[src/rtl/dmem_arbiter.sv]
// Shares the single data_memory port between the core load/store path and the
// external loader port. Optional stall-cycle counter is enabled by DMEM_ARB_PERF_EN.
module dmem_arbiter #(
  parameter int ADDR_W      = 16,
  parameter int DATA_W      = 16,
  parameter int WAIT_CYCLES = 1,
  parameter int MAX_BURST   = 4
) (
  input  logic              clock,
  input  logic              reset,
  input  logic              cpu_req,
  input  logic              cpu_we,
  input  logic [ADDR_W-1:0] cpu_addr,
  input  logic [DATA_W-1:0] cpu_wdata,
  output logic [DATA_W-1:0] cpu_rdata,
  output logic              cpu_ack,
  output logic              cpu_stall,
  input  logic              ext_req,
  input  logic              ext_we,
  input  logic [ADDR_W-1:0] ext_addr,
  input  logic [DATA_W-1:0] ext_wdata,
  output logic [DATA_W-1:0] ext_rdata,
  output logic              ext_ack,
  output logic [ADDR_W-1:0] mem_access_addr,
  output logic [DATA_W-1:0] mem_write_data,
  output logic              mem_write_en,
  output logic              mem_read,
  input  logic [DATA_W-1:0] mem_read_data,
  output logic              busy,
  output logic [15:0]       stall_cycles
);

  typedef enum logic [1:0] {IDLE, ACCESS, DONE} state_t;
  typedef enum logic {OWN_CPU, OWN_EXT} owner_t;

  localparam logic [3:0] WAIT_INIT = 4'(WAIT_CYCLES - 1);
  localparam logic [3:0] BURST_MAX = 4'(MAX_BURST);

  state_t            state;
  owner_t            owner;
  logic [3:0]        burst_cnt;
  logic [3:0]        wait_cnt;
  logic [ADDR_W-1:0] addr_q;
  logic [DATA_W-1:0] wdata_q;
  logic              we_q;
  logic              grant_ext;
  logic              in_access;

  // The external port wins when the CPU is idle or has used up its burst.
  assign grant_ext = ext_req & (~cpu_req | (burst_cnt == BURST_MAX));

  always_ff @(posedge clock) begin
    // NOTE: every state register uses non-blocking assignment so all flops
    // update from the same pre-edge values, independent of statement order.
    if (reset) begin
      state     <= IDLE;
      owner     <= OWN_CPU;
      burst_cnt <= '0;
      wait_cnt  <= '0;
      addr_q    <= '0;
      wdata_q   <= '0;
      we_q      <= 1'b0;
      cpu_rdata <= '0;
      ext_rdata <= '0;
      cpu_ack   <= 1'b0;
      ext_ack   <= 1'b0;
    end else begin
      case (state)
        IDLE: begin
          if (cpu_req || ext_req) begin
            state    <= ACCESS;
            wait_cnt <= WAIT_INIT;
            if (grant_ext) begin
              owner     <= OWN_EXT;
              addr_q    <= ext_addr;
              wdata_q   <= ext_wdata;
              we_q      <= ext_we;
              burst_cnt <= '0;
            end else begin
              owner   <= OWN_CPU;
              addr_q  <= cpu_addr;
              wdata_q <= cpu_wdata;
              we_q    <= cpu_we;
              if (ext_req)
                burst_cnt <= (burst_cnt == BURST_MAX) ? BURST_MAX : burst_cnt + 4'd1;
              else
                burst_cnt <= '0;
            end
          end
        end
        ACCESS: begin
          if (wait_cnt == 4'd0) begin
            state <= DONE;
            // Writes leave the owner's rdata untouched.
            if (owner == OWN_EXT) begin
              ext_ack <= 1'b1;
              if (!we_q) ext_rdata <= mem_read_data;
            end else begin
              cpu_ack <= 1'b1;
              if (!we_q) cpu_rdata <= mem_read_data;
            end
          end else begin
            wait_cnt <= wait_cnt - 4'd1;
          end
        end
        DONE: begin
          state   <= IDLE;
          cpu_ack <= 1'b0;
          ext_ack <= 1'b0;
        end
        default: state <= IDLE;
      endcase
    end
  end

  // Memory strobes decode only flop outputs, so there is no input-to-memory path.
  assign in_access       = (state == ACCESS);
  assign busy            = (state != IDLE);
  assign mem_access_addr = in_access ? addr_q  : '0;
  assign mem_write_data  = in_access ? wdata_q : '0;
  assign mem_read        = in_access & ~we_q;
  assign mem_write_en    = in_access & we_q & (wait_cnt == WAIT_INIT);
  assign cpu_stall       = cpu_req & ~cpu_ack;

`ifdef DMEM_ARB_PERF_EN
  always_ff @(posedge clock) begin
    if (reset)
      stall_cycles <= '0;
    else if (cpu_stall && (stall_cycles != 16'hFFFF))
      stall_cycles <= stall_cycles + 16'd1;
  end
`else
  assign stall_cycles = 16'd0;
`endif

endmodule

[config.mk]
export PLATFORM = sky130hd
export DESIGN_NAME = dmem_arbiter
export DESIGN_NICKNAME = d
export VERILOG_FILES = /design/src/rtl/dmem_arbiter.sv
export SDC_FILE = /design/constraint.sdc
export NUM_CORES = 1
export LEC_CHECK = 0
export ABC_AREA = 1
export CORE_UTILIZATION = 30
export CTS_BUF_LIST = sky130_fd_sc_hd__clkbuf_2 sky130_fd_sc_hd__clkbuf_4 sky130_fd_sc_hd__clkbuf_8
export DETAILED_ROUTE_END_ITERATION = 7
export GPL_ROUTABILITY_DRIVEN = 0
export SYNTH_ARGS = -nofsm -noshare
export SYNTH_HDL_FRONTEND = slang
export SYNTH_SLANG_ARGS = --single-unit
[constraint.sdc]
create_clock -name clock -period 1.3 [get_ports clock]
set_input_delay 0.13 -clock clock [delete_from_list [all_inputs] [get_ports clock]]
set_output_delay 0.13 -clock clock [all_outputs]
set_load 0.02 [all_outputs]
# Yosys cells after proc, flatten, opt, wreduce, memory -nomap -nowiden
# Index checks and enable logic that the tools add are counted.
[classes]
n_mux = 21
bitwise = 10
add_sub_neg = 2
n_reduce_logical = 13
eq_ne = 8
[ops]
columns = ["op", "n"]
rows = [
  ["2-to-1 mux 16 bit", 4],
  ["2-to-1 mux 4 bit", 5],
  ["AND reduction 3 bit", 3],
  ["!= test 2 bit (second input constant)", 4],
  ["case mux 4 bit (2 select lines)", 1],
  ["AND reduction 4 bit", 2],
  ["2-to-1 mux 1 bit", 6],
  ["nonzero test 2 bit", 3],
  ["AND 1 bit", 5],
  ["adder 4 x 1 -> 4 bit (second input constant)", 1],
  ["equality test 4 x 3 -> 1 bit (second input constant)", 1],
  ["zero test 4 bit", 1],
  ["2-to-1 mux 2 bit", 2],
  ["inverter 1 bit", 4],
  ["case mux 1 bit (2 select lines)", 2],
  ["case mux 2 bit (2 select lines)", 1],
  ["AND reduction 2 bit", 2],
  ["subtractor 4 x 1 -> 4 bit (second input constant)", 1],
  ["equality test 2 x 1 -> 1 bit (second input constant)", 1],
  ["equality test 2 bit (second input constant)", 1],
  ["zero test 2 bit", 1],
  ["!= test 2 x 1 -> 1 bit (second input constant)", 1],
  ["logical OR 1 bit", 1],
  ["OR 1 bit", 1],
]
[word_totals]
input_bits = 86
out_inout_bits = 86
word_cells = 65
regBits = 78

# Longest topological paths before layout
[depth]
ltp_word = 4
mapped_depth = 10
mapped_depth_nobuf = 9

# Worst setup path before layout
# No wires, ideal clock.
[synth_timing]
kind = "reg-to-reg"
startpoint = "register state[1]"
endpoint = "register cpu_rdata[10]"
setup_time_ns = 0.116
slack_ns = -0.087
path_stages_with_launch = 9
period_less_slack_ns = 1.387
arrival_time_ns = 1.271
t_required_ns = 1.184
n_path_buf = 1
cell_sequence = "dfxtp_1 -> inv_1 -> ha_1 -> inv_2 -> nor2_1 -> nand3_2 -> clkbuf_1 -> o21ai_0 -> nor2_1"
[synth_via]
elab_chain_len = 2
[synth_rtl]
columns = ["item", "line", "text"]
rows = [
  ["start, declared", "39", "state_t state;"],
  ["start signal, assigned", "56", "state <= IDLE;"],
  ["start signal, assigned", "71", "state <= ACCESS;"],
  ["start signal, assigned", "93", "state <= DONE;"],
  ["equality test 2 x 1 -> 1 bit", "68", "case (state)"],
  ["AND reduction 4 bit (no source line)", "--", ""],
  ["end signal, assigned", "100", "if (!we_q) cpu_rdata <= mem_read_data;"],
  ["end, declared", "15", "output logic [DATA_W-1:0] cpu_rdata,"],
]
# Every way passes these cells.
# A chain may end at the register's enable or synchronous reset.

# Worst setup path in the final report
[layout_timing]
startpoint = "register state[1]"
endpoint = "register addr_q[2]"
[layout_via]
elab_chain_len = 2
[layout_rtl]
columns = ["item", "line", "text"]
rows = [
  ["zero test 2 bit", "68", ""],
  ["AND reduction 2 bit (no source line)", "--", ""],
  ["end signal, assigned", "75", "addr_q <= ext_addr;"],
  ["end signal, assigned", "81", "addr_q <= cpu_addr;"],
  ["end, declared", "43", "logic [ADDR_W-1:0] addr_q;"],
]
# Every way passes these cells.

==> run metrics <==
overall power=15600 µW; xor and xnor fraction of the mapped netlist area=0.433%; drt wl/cell=13.4 µm; Sequential Power Share=23.8%; Synth Area in Simple Gates=36.6%; WP data arrival=1870 ps; top-area cell type share of the netlist area=38.6%; critical path class=reg -> reg; area grow syn2layout=86.6%; TritonCTS Buffers=9; vias in the first global route=4482; commonest non-fill, non-tap cell in the layout=nor2_1; crit path max-delay cell type=dfxtp_2; Worst-Skew Late Latency=360 ps; max incr delay on CP=350 ps; Initial Util=30.6%; DRT Pass-1 Iters=4; Port Buf Inserts=155; leakage=0.00382 µW; hold depth=5; Clock power frac=14.6%; Sw Ratio=41.1%; pwr/cell area=2070 mW/mm²; die area=0.0139 mm²; antenna viol nets, final=0; Via Count=4603; r2r setup slk=-310 ps; reg2reg end=addr_q[2]$_SDFFE_PP0P_; Synth Warn #=0; layout cells sized above 1=35.2%; Compound-Gate Fraction of Synth Area=6.16%; H-Tree Depth=3; Min-Delay Path Class=in -> reg; post-synthesis adder-cell area fraction=2.48%; Remaining DRCs=0; Comb power frac=61.6%; Core Box Area=0.0132 mm²; Max Buffers Root-to-Sink=2; Worst Setup Start Kind=flip-flop; status=finished with violations; Antenna diodes=0; Vert. Die Dim=118 µm; Yosys reg bits=78; CTS clk-pin slew, worst paths=90 ps; combinational family with the most area after synthesis=simple AND/OR/NAND/NOR gates; FP Rows=42; final setup margin=-310 ps; number of clock sinks=78; Clock Skews=7.92 ps; Die X=118 µm; Max Fclk=621 MHz; NetSw=6410 µW; Global Route Usage Sum=19.3%; crit path cell chain=inv_2 -> buf_4 -> buf_6 -> ha_4 -> o21ai_4 -> buf_12 -> inv_12 -> buf_16 -> nor2_4 -> nor2_1 -> nand2_1 -> inv_1; largest area contributor in the netlist=dfxtp_1; gr ovfl total=0; Final Setup Violations=113; mapped cell area=0.00404 mm²; RSZ-0062 raised after global routing=yes; IO Pins=172; first-pass GRT wire length=21.6 mm; TritonCTS clock tree=built; pre-CTS setup slack=-311 ps; Hold EP=addr_q[5]$_SDFFE_PP0P_; CP Capture Type=flip-flop; multiplexer share of the synthesized area=0%; FF-to-FF path depth=12; largest net degree at the start of global routing=35; Pint=9180 µW; Seq/Total Area, Yosys=38.6%; Final nets=932; Final Slew Violations=0; final hold vios=0; Period minus WS final=1610 ps; post-synthesis instance total=624; hold_sp=cpu_addr[5]; most area-consuming cells after synthesis=dfxtp_1 39%, nor2_1 14%, nand2_1 11%; Req. time, crit path=1560 ps; Post-Syn Area per Cell=6.48 µm²; drt via density=4.52; Root Buffer=clkbuf_8; Initial DRC Count=219; most frequent cells in the layout=110 x nor2_1, 87 x nand2_1, 85 x clkdlybuf4s50_1; final worst-path cycle share=124%; antenna violations before repair=0; DP Wirelength=8.62 mm; failing checks=negative setup slack; Max Cap Viol=0; WL final=13.7 mm; post-synth cell types=26; worst-path maximum fanout=8; peak supply drop=886 µV; FF-to-FF Start=state[1]$_SDFFE_PP0P_
[area by class of cell]
class,count,area (µm²)
Timing Repair Buffer,234,2580
Clock inverter,6,119
Timing Repair inverter,2,32.5
Clock buffer,10,131
Multi-Input combinational cell,427,2540
Tap cell,176,220
Sequential cell,78,1570
Inverter,86,348
Fill cell,1212,5650
[cells in the mapped netlist]
cell	count
buf_6	3
dfxtp_1	78
ha_1	8
buf_4	24
a21oi_1	7
nor3_1	1
clkbuf_1	9
a21oi_2	2
nor2_4	1
conb_1	1
nand3_1	76
o21ai_4	1
xor2_1	2
inv_2	4
nand4_1	3
nand2_2	4
nand3_2	1
nand3b_4	1
buf_2	9
inv_1	81
buf_1	3
nand2_1	120
nor3b_1	1
nor2_1	147
inv_4	1
o21ai_0	36
[logic make-up (layout without fill, tap and decap cells)]
kind of cell / Yosys count / count (layout)
fa+ha+maj: 8 / 8
buf+inv: 134 / 338
flops: 78 / 78
simple gates: 355 / 355
other cells: 1 / 16
xor+xnor: 2 / 2
compound gates: 46 / 46
[power groups by stage]
stage | logic (µW) | clock network (µW) | registers [µW]
finish | 9600 | 2280 | 3710
global route | 10300 | 2470 | 3790
CTS | 8970 | 2320 | 3640
detailed placement | 6370 | 0 | 3560
global placement | 6240 | 0 | 3570
floorplan | 3550 | 0 | 3770
[worst max-delay path by stage]
stage / end / start / slack [ps] / cells after the start
2_1_floorplan: cpu_rdata[10]$_SDFFE_PP0P_ / wait_cnt[1]$_SDFFE_PP0P_ / -20 / 8
3_3_place_gp: burst_cnt[2]$_SDFFE_PP0P_ / cpu_req / -260 / 8
3_5_place_dp: wait_cnt[1]$_SDFFE_PP0P_ / ext_req / -310 / 6
4_1_cts: mem_write_data[11] / state[1]$_SDFFE_PP0P_ / -290 / 7
5_1_grt: mem_access_addr[7] / state[1]$_SDFFE_PP0P_ / -380 / 7
6_report: addr_q[2]$_SDFFE_PP0P_ / state[1]$_SDFFE_PP0P_ / -310 / 12
[metal layers]
layer  part of all wire (%)  GRT usage, %  vias to the layer above
li1                       -             -                     2314
met2                     50          32.6                      173
met1                     43          23.9                     2091
met3                    6.1          5.18                       25
met4                    1.5          5.69                        0
met5                      0             0                        -
[what timing repair did]
| action | 4_1_cts | 5_1_grt |
|---|---|---|
| gates cloned | 11 | 1 |
| endpoints found under the setup margin | 148 | 114 |
| hold buffers | 0 | 0 |
| resized for setup | 419 | 80 |
| setup buffers | 17 | 4 |
| pin swaps | 41 | 42 |
[critical path, delay by kind of cell, from the launching register on]
kind	cells	cell delay, ps
simple gates	3	200
buf+inv	7	680
compound gates	1	100
fa+ha+maj	1	180
flops	1	350
[stage by stage]
stage / setup TNS [ps] / instances / instance area, µm² / util [%] / hold WS (ps)
2_1_floorplan: -17.2 / 639 / 4180 / - / 265
3_3_place_gp: -21920 / 971 / 6110 / 46.3 / 464
3_5_place_dp: -25530 / 971 / 6110 / 46.3 / 478
4_1_cts: -26020 / 1015 / 7210 / 54.7 / 397
5_1_grt: -36020 / 1019 / 7540 / 57.2 / 415
6_report: -26840 / 1019 / 7540 / 57.2 / 406
[state kept, by name, indices dropped and copies added, names as in the netlist]
register and count:
addr_q 16, cpu_rdata 16, ext_rdata 16, wdata_q 16, burst_cnt 4, wait_cnt 4, state 2, cpu_ack 1
ext_ack 1, owner 1, we_q 1
No activity file was read; power rests on OpenSTA's default activity.
